`src/rtl/maze_plan_seq.sv`:
```
// -----------------------------------------------------------------------------
// maze_plan_seq
//
// Travel-plan sequencer for the MazeRunner robot. A 16-bit plan word from the
// UART command path is held as eight 2-bit directives, consumed LSB-first. Each
// time the line follower sees a line gap, the next directive becomes the active
// maneuver for the heading/motor datapath. The robot stops when the plan runs
// out (00 directive) or when a bump switch fires. A bump stop also enables the
// buzzer.
//
// Ports:
//   clk           system clock
//   rst           asynchronous reset, active-high
//   cmd[15:0]     travel plan word, valid while cmd_rdy=1
//   cmd_rdy       a new plan word is available (level)
//   clr_cmd_rdy   one-cycle acknowledge of cmd
//   line_present  IR line detect (synchronized upstream)
//   BMPL_n        left bump switch, active-low (synchronized upstream)
//   BMPR_n        right bump switch, active-low (synchronized upstream)
//   go            motor enable
//   mnvr[1:0]     active maneuver: 00 follow, 01 veer right, 10 veer left,
//                 11 turn around
//   buzz_en       buzzer enable after a bump stop
//   plan_done     one-cycle pulse when the plan ends on a 00 directive
//   mnvr_cnt[3:0] maneuvers started since the last plan load, saturates at 8
// -----------------------------------------------------------------------------
module maze_plan_seq #(
  parameter int unsigned GAP_CYC   = 4096,
  parameter int unsigned MNVR_CYC  = 262144,
  parameter int unsigned REACQ_CYC = 1024,
  parameter int unsigned CNT_W     = 20
) (
  input  logic        clk,
  input  logic        rst,
  input  logic [15:0] cmd,
  input  logic        cmd_rdy,
  output logic        clr_cmd_rdy,
  input  logic        line_present,
  input  logic        BMPL_n,
  input  logic        BMPR_n,
  output logic        go,
  output logic [1:0]  mnvr,
  output logic        buzz_en,
  output logic        plan_done,
  output logic [3:0]  mnvr_cnt
);

  typedef enum logic [2:0] {
    S_IDLE,
    S_FOLLOW,
    S_GAP,
    S_MNVR,
    S_REACQ,
    S_STOP
  } state_t;

  localparam logic [CNT_W-1:0] GAP_LAST   = CNT_W'(GAP_CYC - 1);
  localparam logic [CNT_W-1:0] MNVR_LAST  = CNT_W'(MNVR_CYC - 1);
  localparam logic [CNT_W-1:0] REACQ_LAST = CNT_W'(REACQ_CYC - 1);

  state_t           state, state_nxt;
  logic [15:0]      plan, plan_nxt;
  logic [CNT_W-1:0] cnt, cnt_nxt;
  logic [1:0]       mnvr_nxt;
  logic             buzz_nxt, done_nxt, clr_nxt, go_nxt;
  logic [3:0]       mcnt_nxt;

  logic bump;
  logic ack;
  logic load;
  logic active;

  assign bump   = ~BMPL_n | ~BMPR_n;
  // The acknowledge is held off while the previous pulse is still out, so a
  // slow-to-clear cmd_rdy cannot produce a back-to-back double pulse.
  assign ack    = cmd_rdy & ~clr_cmd_rdy;
  assign load   = ack & (cmd != 16'h0000);
  assign active = (state == S_FOLLOW) || (state == S_GAP) ||
                  (state == S_MNVR)   || (state == S_REACQ);

  // ---------------------------------------------------------------------------
  // State register
  // ---------------------------------------------------------------------------
  // NOTE: sequential state uses non-blocking (<=) so every flop samples the
  // pre-edge values; combinational blocks below use blocking (=).
  always_ff @(posedge clk or posedge rst) begin
    if (rst) state <= S_IDLE;
    else     state <= state_nxt;
  end

  // ---------------------------------------------------------------------------
  // Next-state logic. Bump wins over every other transition out of an
  // active state, including the GAP decision.
  // ---------------------------------------------------------------------------
  always_comb begin
    // NOTE: default assignment first so no path leaves state_nxt unassigned
    // (which would infer a latch).
    state_nxt = state;
    if (active && bump) begin
      state_nxt = S_STOP;
    end else begin
      case (state)
        S_IDLE, S_STOP: if (load) state_nxt = S_FOLLOW;
        S_FOLLOW:       if (!line_present && cnt == GAP_LAST) state_nxt = S_GAP;
        S_GAP:          state_nxt = (plan[1:0] == 2'b00) ? S_STOP : S_MNVR;
        S_MNVR:         if (cnt == MNVR_LAST) state_nxt = S_REACQ;
        S_REACQ:        if (line_present && cnt == REACQ_LAST) state_nxt = S_FOLLOW;
        default:        state_nxt = S_IDLE;
      endcase
    end
  end

  // ---------------------------------------------------------------------------
  // Next values for the registered outputs and the datapath (plan, counter).
  // ---------------------------------------------------------------------------
  always_comb begin
    plan_nxt = plan;
    cnt_nxt  = '0;
    mnvr_nxt = mnvr;
    buzz_nxt = buzz_en;
    done_nxt = 1'b0;
    clr_nxt  = 1'b0;
    mcnt_nxt = mnvr_cnt;
    go_nxt   = (state_nxt == S_FOLLOW) || (state_nxt == S_GAP) ||
               (state_nxt == S_MNVR)   || (state_nxt == S_REACQ);

    if (active && bump) begin
      // Plan and maneuver count are left as they are; only a reload resumes.
      mnvr_nxt = 2'b00;
      buzz_nxt = 1'b1;
    end else begin
      case (state)
        S_IDLE, S_STOP: begin
          clr_nxt  = ack;
          mnvr_nxt = 2'b00;
          if (load) begin
            plan_nxt = cmd;
            mcnt_nxt = 4'd0;
            buzz_nxt = 1'b0;
          end
        end
        S_FOLLOW: begin
          mnvr_nxt = 2'b00;
          // Counts consecutive line-absent cycles; any line sighting restarts.
          cnt_nxt  = line_present ? '0 : cnt + 1'b1;
        end
        S_GAP: begin
          if (plan[1:0] == 2'b00) begin
            done_nxt = 1'b1;
          end else begin
            mnvr_nxt = plan[1:0];
            plan_nxt = {2'b00, plan[15:2]};
            mcnt_nxt = (mnvr_cnt == 4'd8) ? 4'd8 : mnvr_cnt + 4'd1;
          end
        end
        S_MNVR: begin
          // Committed maneuver time; line_present is ignored here.
          cnt_nxt = (cnt == MNVR_LAST) ? '0 : cnt + 1'b1;
        end
        S_REACQ: begin
          if (line_present && cnt == REACQ_LAST) begin
            mnvr_nxt = 2'b00;
          end else begin
            cnt_nxt = line_present ? cnt + 1'b1 : '0;
          end
        end
        default: begin
          mnvr_nxt = 2'b00;
        end
      endcase
    end
  end

  // ---------------------------------------------------------------------------
  // Output and datapath registers
  // ---------------------------------------------------------------------------
  always_ff @(posedge clk or posedge rst) begin
    if (rst) begin
      plan        <= '0;
      cnt         <= '0;
      mnvr        <= 2'b00;
      buzz_en     <= 1'b0;
      plan_done   <= 1'b0;
      clr_cmd_rdy <= 1'b0;
      mnvr_cnt    <= 4'd0;
      go          <= 1'b0;
    end else begin
      plan        <= plan_nxt;
      cnt         <= cnt_nxt;
      mnvr        <= mnvr_nxt;
      buzz_en     <= buzz_nxt;
      plan_done   <= done_nxt;
      clr_cmd_rdy <= clr_nxt;
      mnvr_cnt    <= mcnt_nxt;
      go          <= go_nxt;
    end
  end

endmodule

```
`config.mk`:
```
export PLATFORM = sky130hd
export DESIGN_NAME = maze_plan_seq
export DESIGN_NICKNAME = d
export VERILOG_FILES = /design/src/rtl/maze_plan_seq.sv
export SDC_FILE = /design/constraint.sdc
export NUM_CORES = 1
export LEC_CHECK = 0
export ABC_AREA = 1
export BUFFER_PORTS_ARGS = -buffer_cell sky130_fd_sc_hd__buf_2
export CORE_ASPECT_RATIO = 2
export CORE_MARGIN = 4
export CORE_UTILIZATION = 45
export CTS_BUF_LIST = sky130_fd_sc_hd__clkbuf_16
export CTS_CLUSTER_DIAMETER = 30
export CTS_CLUSTER_SIZE = 12
export DETAILED_ROUTE_END_ITERATION = 6
export PLACE_DENSITY = 0.64
export SYNTH_ARGS = -nofsm -noshare
export SYNTH_HDL_FRONTEND = slang
export SYNTH_SLANG_ARGS = --single-unit
```
`constraint.sdc`:
```
create_clock -name clk -period 1.7 [get_ports clk]
set_input_delay 0.51 -clock clk [delete_from_list [all_inputs] [get_ports clk]]
set_output_delay 0.51 -clock clk [all_outputs]
set_load 0.01 [all_outputs]
```
==> impl_metrics.ini, run 1 <==
[timing]
drv_slew = 0
setup_viol = 22
fin_crit_ns = 1.76
max_freq_mhz = 569
setup_slack_ns = -0.0566
hold_violations = 0
rsz0062_at_grt = yes
fin_crit_sh = 1.03
worst_pin_slew_ns = 0.349
max_slew_margin = 0.765
finalClockSkew_ns = 0.00583
fin_worst_hold_slack_ns = 0.243
setup-tns-final_ns = -0.519

[global_route]
use_met2 = 0.341
grt_overflow_total = 0
antenna_found_initial = 0
first_global_vias = 2514
grt_use_met1 = 0.186
grt_pass1_wl_mm = 11.0
grt_max_degree = 50
grt_usage = 0.182
gr-usage-met3 = 0.0344
top_usage_layer = met2

[die]
core_sq_mm = 0.00611
ios = 32
die_area_sq_mm = 0.00776
fp-row-count = 40
die_w_microns = 64.3
die_y_microns = 121
start_util = 0.468

[layout]
antenna_cells = 0
drive_above_1_share = 0.313
nets = 455
area_delta_synth_final_pct = 26.9
post-route-util = 0.593
num-fill-cells = 575

[yosys]
synthMuxAreaShare = 0
syn_inst = 354
synth_xor_area_frac = 0.0460
synth_top_family_by_area = simple AND/OR/NAND/NOR gates
synth_seq_cells = 49
synthAdderAreaFrac = 0.0131
synth_edf_count = 0
synth_nets = 379
yosysWarnings = 0
syn_area_per_cell_sq_um = 8.07
synth_compound_area_frac = 0.134
synthFlopType = dfrtp_1
ys_seq_area_frac = 0.429
postSynth.asyncResetShare = 1.00
synth-simple-area-share = 0.273
syn-cell-area_sq_mm = 0.00286
synth_cell_types = 36

[critical_path]
cp-start-kind = flop
rr_startpoint = cnt[0]
worstRegToRegCells = 12
cp.required_ns = 1.89
cp-end-kind = flop
cp_max_fo = 7
worst_ep_arrival_time_ns = 1.94
crit_type = flop to flop
r2r-end = cnt[4]
r2r_slack_ns = -0.06

[route]
vias = 2521
wl_per_cell_microns = 13.0
drt-pass1-iter-count = 4
wirelength_mm = 6.69
ant_nets = 0
drcViolationCount = 0
viasPerCell = 4.90
drt_iter0_markers = 86

[clocking]
clock-sinks = 49
cts_tree = done
cts_max_level = 2
clk_latency_ns = 0.29
clkTransAtPathRegs_ns = 0.07
cts_buffer_depth = 2
numCtsBuffers = 5
cts_hold_buf = 0
root_buffer = clkbuf_16

[power_and_ir_drop]
power.density_mw_per_mm2 = 1090
ir_drop_uv = 950
finalPower_mw = 3.95
p_leak_nw = 1.79

[run_status]
outcome = complete, but fails checks
violations = setup timing

[run]
drv_cap = 0

[hold_path]
hold_class = input pin to async pin

[place]
place_ws_ns = -0.293
port_buffers = 31
hpwl_mm = 4.94
place_congestion = 0.838
## state kept, by name, indices dropped and copies added (netlist names)
| register | flops |
|---|---|
| cnt | 20 |
| clr_cmd_rdy | 1 |
| buzz_en | 1 |
| plan_done | 1 |
| state | 3 |
| mnvr | 2 |
| go | 1 |
| mnvr_cnt | 4 |
| plan | 16 |
## area by class of cell
| type | count | area [sq um] | share of cell area |
|---|---|---|---|
| multi-input combinational | 235 | 1390 | 0.383 |
| timing repair inverter | 1 | 8.76 | 0.00242 |
| tap | 84 | 105 | 0.0290 |
| clock inverter | 3 | 16.3 | 0.00449 |
| clock buffer | 5 | 125 | 0.0345 |
| timing repair buffer | 75 | 505 | 0.140 |
| sequential | 49 | 1230 | 0.338 |
| inverter | 63 | 249 | 0.0687 |
## Yosys cell counts (3+ instances only)
library cell / count / area share
dfrtp_1: 49 / 0.43
nand2_1: 68 / 0.089
o21ai_2: 10 / 0.031
nand3b_1: 4 / 0.011
xor2_1: 10 / 0.031
ha_1: 3 / 0.013
nand3_1: 25 / 0.044
o21ai_1: 9 / 0.016
xnor2_1: 5 / 0.015
o211ai_1: 5 / 0.013
nand4_1: 4 / 0.0088
nor2_1: 53 / 0.070
o211ai_2: 9 / 0.039
nand2_2: 5 / 0.011
nor3_1: 5 / 0.0088
inv_1: 57 / 0.075
inv_2: 5 / 0.0066
o21ai_0: 5 / 0.0088
## kinds of logic after synthesis
kind of cell | count (synthesis)
XOR/XNOR | 15
flip-flops | 49
adder cells (fa/ha/maj) | 3
AND/OR/NAND/NOR | 172
buffers and inverters | 70
AO/OA/AOI/OAI | 45
## routing by layer
layer,vias up,part of all wire
li1,1268,-
met1,1189,0.36
met2,50,0.57
met3,14,0.032
met4,0,0.031
met5,-,0
## stage by stage
| stage | instances | cell area [sq um] |
|---|---|---|
| global placement | 498 | 3340 |
| floorplan | 354 | 2860 |
| CTS | 509 | 3550 |
| detailed placement | 498 | 3340 |
| finish | 515 | 3620 |
| global route | 515 | 3620 |
## where the power goes
group          switching [mW]  internal, mW
logic                   0.871         0.588
registers              0.0980          1.41
clock network           0.437         0.541
## critical path, stage by stage (launching register included)
cell      delay [ns]
dfrtp_1         0.36
ha_2            0.20
nand2_2         0.07
nor2_4          0.12
nand2_4         0.10
nor2_4          0.14
nand2_1         0.08
nand2_2         0.10
buf_4           0.13
o211ai_4        0.08
buf_6           0.15
nand3b_1        0.08
inv_1           0.04
## placed cells by master (no fill, tap or decap), types with 2 or more instances in the layout
cell type	n
nand3_2	3
dfrtp_1	49
nand3b_1	4
nand2_1	66
a21oi_1	2
nor3_1	5
xnor2_1	5
clkinv_1	2
buf_6	2
nor2_2	6
nand2_2	5
nor2_1	46
inv_1	56
inv_2	6
o211ai_2	9
nand2_4	2
nor2_4	4
xor2_1	10
o21ai_0	5
o21ai_2	10
buf_4	41
ha_1	2
nand4_1	4
o21ai_1	9
buf_2	31
clkbuf_16	5
inv_6	2
o211ai_1	5
nand3_1	24
## worst max-delay path by stage
stage                     startpoint  endpoint  slack [ns]  depth (start not counted)
after floorplan                  rst   buzz_en        0.02                          1
after global placement        cnt[0]        go       -0.28                         12
after detailed placement      cnt[0]        go       -0.29                         12
after CTS                     cnt[0]        go       -0.06                         12
after global routing          cnt[0]   cnt[12]       -0.13                         12
final                         cnt[0]    cnt[4]       -0.06                         12
## repair_timing
action	CTS	global route
buffers inserted	3	5
pin swaps	9	6
gates resized for setup	13	8
gates cloned	0	1
endpoints found under the setup margin	39	41
No activity file was read; power rests on OpenSTA's default activity.
==> run 2: changes to the inputs <==
- ABC_AREA: 1 -> unset
- PLACE_DENSITY: 0.64 -> 0.65
==> impl_metrics.ini, run 2 <==
[yosys]
synth_cell_types = 46
synth_nets = 302
synth_most_common_cell = dfrtp_1
synthMuxAreaShare = 0
syn-cell-area_sq_mm = 0.00251
synth_compound_area_frac = 0.109
netlist_top_cells_count = 49 x dfrtp_1, 48 x nand2_1, 46 x nor2_1, 16 x xor2_1, 14 x a31oi_1
synthAdderAreaFrac = 0.0150
syn_inst = 277
synth_xor_area_frac = 0.0734
ys_seq_area_frac = 0.489
yosysWarnings = 0
yosys-top-cells-area = dfrtp_1 49%, nand2_1 7.2%, nor2_1 6.9%, xor2_1 5.6%, a31oi_1 3.5%
postSynth.asyncResetShare = 1.00
synth_edf_count = 0
synth_top_family_by_area = simple AND/OR/NAND/NOR gates
synth_seq_cells = 49
synthFlopType = dfrtp_1
synth-simple-area-share = 0.288
netlist.area_leader.share = 0.489
syn_area_per_cell_sq_um = 9.05
synth_top_area_cell = dfrtp_1

[place]
place_congestion = 0.786
place_ws_ns = -0.665
dpl-instance-area_sq_mm = 0.00325
hpwl_mm = 4.80
port_buffers = 31

[timing]
setup_slack_ns = -0.477
max_freq_mhz = 459
setup-tns-final_ns = -10.91
fin_crit_ns = 2.18
finalClockSkew_ns = 0.00852
rsz0062_at_grt = yes
drv_slew = 0
fin_crit_sh = 1.28
fin_worst_hold_slack_ns = 0.238
hold_violations = 0
setup_viol = 45
max_slew_margin = 0.749
worst_pin_slew_ns = 0.375

[clocking]
clk_latency_ns = 0.30
clock-sinks = 49
cts_buffer_depth = 2
cts_tree = done
cts_max_level = 2
numCtsBuffers = 5
root_buffer = clkbuf_16
clkTransAtPathRegs_ns = 0.07

[critical_path]
r2r-end = go
cp-start-kind = flop
cp.required_ns = 1.88
r2r_slack_ns = -0.48
cp-end-kind = flop
crit_type = flop to flop
worstRegToRegCells = 7
cp_max_fo = 2
rr_startpoint = cnt[17]
worst_ep_arrival_time_ns = 2.36

[run_status]
outcome = complete, but fails checks
violations = setup timing

[die]
fp-row-count = 38
start_util = 0.462
die_w_microns = 60.8
ios = 32
die_area_sq_mm = 0.00690
core_sq_mm = 0.00542
die_y_microns = 114

[layout]
top_register = cnt
fin_area_sq_mm = 0.00391
final_cell_mix = 68 x buf_4, 49 x dfrtp_1, 46 x nand2_1
antenna_cells = 0
drive_above_1_share = 0.454
multi_input_area_sq_mm = 0.00154
largest_reg_flops = 20
layout_commonest_cell = buf_4
num-fill-cells = 395
nets = 414
reg_top3 = cnt (20), plan (16), mnvr_cnt (4)
area_delta_synth_final_pct = 55.9
regArea_sq_mm = 0.00123

[global_route]
grt_usage = 0.237
grt_pass1_wl_mm = 12.2
grt_max_degree = 50
grt_overflow_total = 0
first_global_vias = 2673
antenna_found_initial = 0

[run]
drv_cap = 0

[route]
wl_per_cell_microns = 16.6
vias = 2477
ant_nets = 0
drt_iter0_markers = 66
wirelength_mm = 7.47
drt-pass1-iter-count = 4
drcViolationCount = 0
viasPerCell = 5.50

[power_and_ir_drop]
p_leak_nw = 1.76
ir_drop_uv = 1120
power.density_mw_per_mm2 = 1120

[hold_path]
hold_class = input pin to async pin
-- run 2: metrics by stage --
step	util	total power [mW]	cells
finish	0.721	4.37	450
detailed placement	0.599	2.73	423
floorplan	-	2.24	277
global route	0.721	4.58	450
CTS	0.696	4.19	446
global placement	0.599	2.70	423
-- run 2: repair_timing --
item	CTS	global route
setup buffers	12	9
pin swaps	18	13
endpoints found under the setup margin	45	47
hold buffers	0	0
cloned	3	0
resized for setup	47	30
-- run 2: cells by family (layout without fill, tap and decap cells) --
| logic type | Yosys count | count (layout) |
|---|---|---|
| simple gates | 147 | 149 |
| xor+xnor | 21 | 21 |
| flops | 49 | 49 |
| compound gates | 41 | 41 |
| fa+ha+maj | 3 | 3 |
| buf+inv | 16 | 127 |
-- run 2: how the worst max path moves through the flow --
stage / from / to / slack, ns / depth (start not counted)
after floorplan: cnt[0] / go / -0.50 / 7
after global placement: cmd[3] / go / -0.68 / 7
after detailed placement: cmd[3] / go / -0.66 / 7
after CTS: cnt[12] / go / -0.47 / 7
after global routing: cnt[17] / go / -0.55 / 7
final: cnt[17] / go / -0.48 / 7
-- run 2: worst max-delay path, cell delays in order, from the launching register on --
cell and delay [ns]:
dfrtp_1 0.40, nor4_2 0.30, buf_4 0.16, nand2_2 0.06
or3b_4 0.37, a2111o_1 0.39, or2_1 0.26, xor2_1 0.14
-- run 2: metal layers --
metal | part of all wire | vias up | GRT usage
met1 | 0.33 | 1209 | 0.215
met4 | 0.046 | 0 | 0.139
li1 | - | 1188 | -
met2 | 0.59 | 58 | 0.447
met3 | 0.031 | 22 | 0.0464
met5 | 0 | - | 0
-- run 2: area by class of cell --
class / instances / area share
tap: 60 / 0.0192
inverter: 6 / 0.00577
multi-input combinational: 214 / 0.394
sequential: 49 / 0.314
clock buffer: 5 / 0.0320
clock inverter: 3 / 0.00480
timing repair buffer: 113 / 0.231
-- run 2: power breakdown --
| part | internal [mW] | switching [mW] | leakage [nW] | total, mW |
|---|---|---|---|---|
| Sequential | 1.41 | 0.170 | 0.625 | 1.58 |
| Clock | 0.540 | 0.448 | 0.0672 | 0.988 |
| Combinational | 0.910 | 0.889 | 1.07 | 1.80 |
| Total | 2.86 | 1.51 | 1.76 | 4.37 |
==> run 3: changes to the inputs <==
- CORE_UTILIZATION: 45 -> 52
- PLACE_DENSITY: 0.65 -> 0.74
==> impl_metrics.ini, run 3 (same netlist as run 2, synthesis figures left out) <==
[route]
drt-pass1-iter-count = 5
drt_iter0_markers = 109
drcViolationCount = 0
wl_per_cell_microns = 19.2
ant_nets = 0
viasPerCell = 5.92
wirelength_mm = 8.62
vias = 2666

[timing]
worst_pin_slew_ns = 0.353
drv_slew = 0
finalClockSkew_ns = 0.00429
setup-tns-final_ns = -14.26
fin_worst_hold_slack_ns = 0.239
fin_crit_sh = 1.31
setup_viol = 45
setup_slack_ns = -0.531
rsz0062_at_grt = yes
hold_violations = 0
max_slew_margin = 0.764
max_freq_mhz = 448
fin_crit_ns = 2.23

[critical_path]
cp.required_ns = 1.87
r2r_slack_ns = -0.53
cp_slowest_cell = dfrtp_1
cp_max_fo = 2
crit_type = flop to flop
worstRegToRegCells = 7
critPathMaxStageDelay_ns = 0.41
worst_ep_arrival_time_ns = 2.40
path_cells = nor4_2, buf_4, nand2_2, or3b_1, a2111o_1, or2_1, xor2_1
cp-end-kind = flop
cp-start-kind = flop

[layout]
largest_reg_flops = 20
top_register = cnt
layout_commonest_cell = buf_4
nets = 419
area_delta_synth_final_pct = 55.3
reg_top3 = cnt (20), plan (16), mnvr_cnt (4)
drive_above_1_share = 0.438
final_cell_mix = 67 x buf_4, 49 x dfrtp_1, 46 x nand2_1
final_cell_count_no_fill = 450
antenna_cells = 0
fin_area_sq_mm = 0.00389

[die]
start_util = 0.540
die_w_microns = 57.1
fp-row-count = 35
core_sq_mm = 0.00464
die_y_microns = 106
die_area_sq_mm = 0.00606
ios = 32

[power_and_ir_drop]
p_leak_nw = 1.81
power.density_mw_per_mm2 = 1170
ir_drop_uv = 1200

[global_route]
grt_overflow_total = 0
grt_pass1_wl_mm = 12.9
first_global_vias = 2778
antenna_found_initial = 0
grt_usage = 0.273
grt_max_degree = 50

[place]
hpwl_mm = 4.69
port_buffers = 31
place_congestion = 0.824
dp.cells = 417
place_ws_ns = -0.688
dpl-instance-area_sq_mm = 0.00323

[run_status]
violations = setup timing
outcome = complete, but fails checks

[clocking]
cts_hold_buf = 0
cts_max_level = 2
numCtsBuffers = 5
clk_latency_ns = 0.29
cts_buffer_depth = 2
cts_tree = done
root_buffer = clkbuf_16
clkTransAtPathRegs_ns = 0.06
clock-sinks = 49

[hold_path]
hold_class = input pin to async pin

[run]
drv_cap = 0
[run 3: worst paths after layout]
path	from	to
min in group clk	cmd[13]	plan[13]
max	cnt[12]	go
min	rst	cnt[3]
max reg2reg	cnt[12]	go
min reg2reg	plan[14]	plan[14]
max in group asynchronous	rst	cnt[4]
[run 3: through the flow]
stage / util / total power, mW
4_1_cts: 0.789 / 4.08
6_report: 0.838 / 4.56
3_5_place_dp: 0.697 / 2.73
2_1_floorplan: - / 2.24
3_3_place_gp: 0.697 / 2.69
5_1_grt: 0.838 / 4.74
[run 3: report_power, final]
part           internal [mW]  leakage (nW)  total, mW  switching, mW
registers               1.41         0.625       1.61          0.196
logic                   1.02          1.10       2.00          0.980
clock network          0.530        0.0776      0.953          0.423
[run 3: per-layer routing]
layer  track usage  vias to the layer above  routed length (microns)
met5             0                        -                        0
met4         0.206                        0                      596
met3        0.0389                       42                      384
met2         0.503                      132                     4830
met1         0.258                     1292                     2810
li1              -                     1200                        -
[run 3: area by class of cell]
type                    count  area, sq um
clock buffers               5          125
multi-input cells         214         1520
flip-flops and latches     49         1230
well taps                  55         68.8
clock inverters             3         11.3
repair buffers            118          920
inverters                   6         22.5
fillers                   249          751
[run 3: repair_timing]
item | in CTS | in global routing
pin swaps | 13 | 12
hold endpoints to repair | 0 | 0
resized for setup | 36 | 34
gates cloned | 4 | 0
buffers inserted | 12 | 11
endpoints found under the setup margin | 45 | 47
[run 3: critical path, delay by kind of cell, from the launching register on]
kind / cells / cell delay (ns)
compound gates: 1 / 0.38
simple gates: 4 / 1.00
buf+inv: 1 / 0.18
flops: 1 / 0.41
xor+xnor: 1 / 0.15
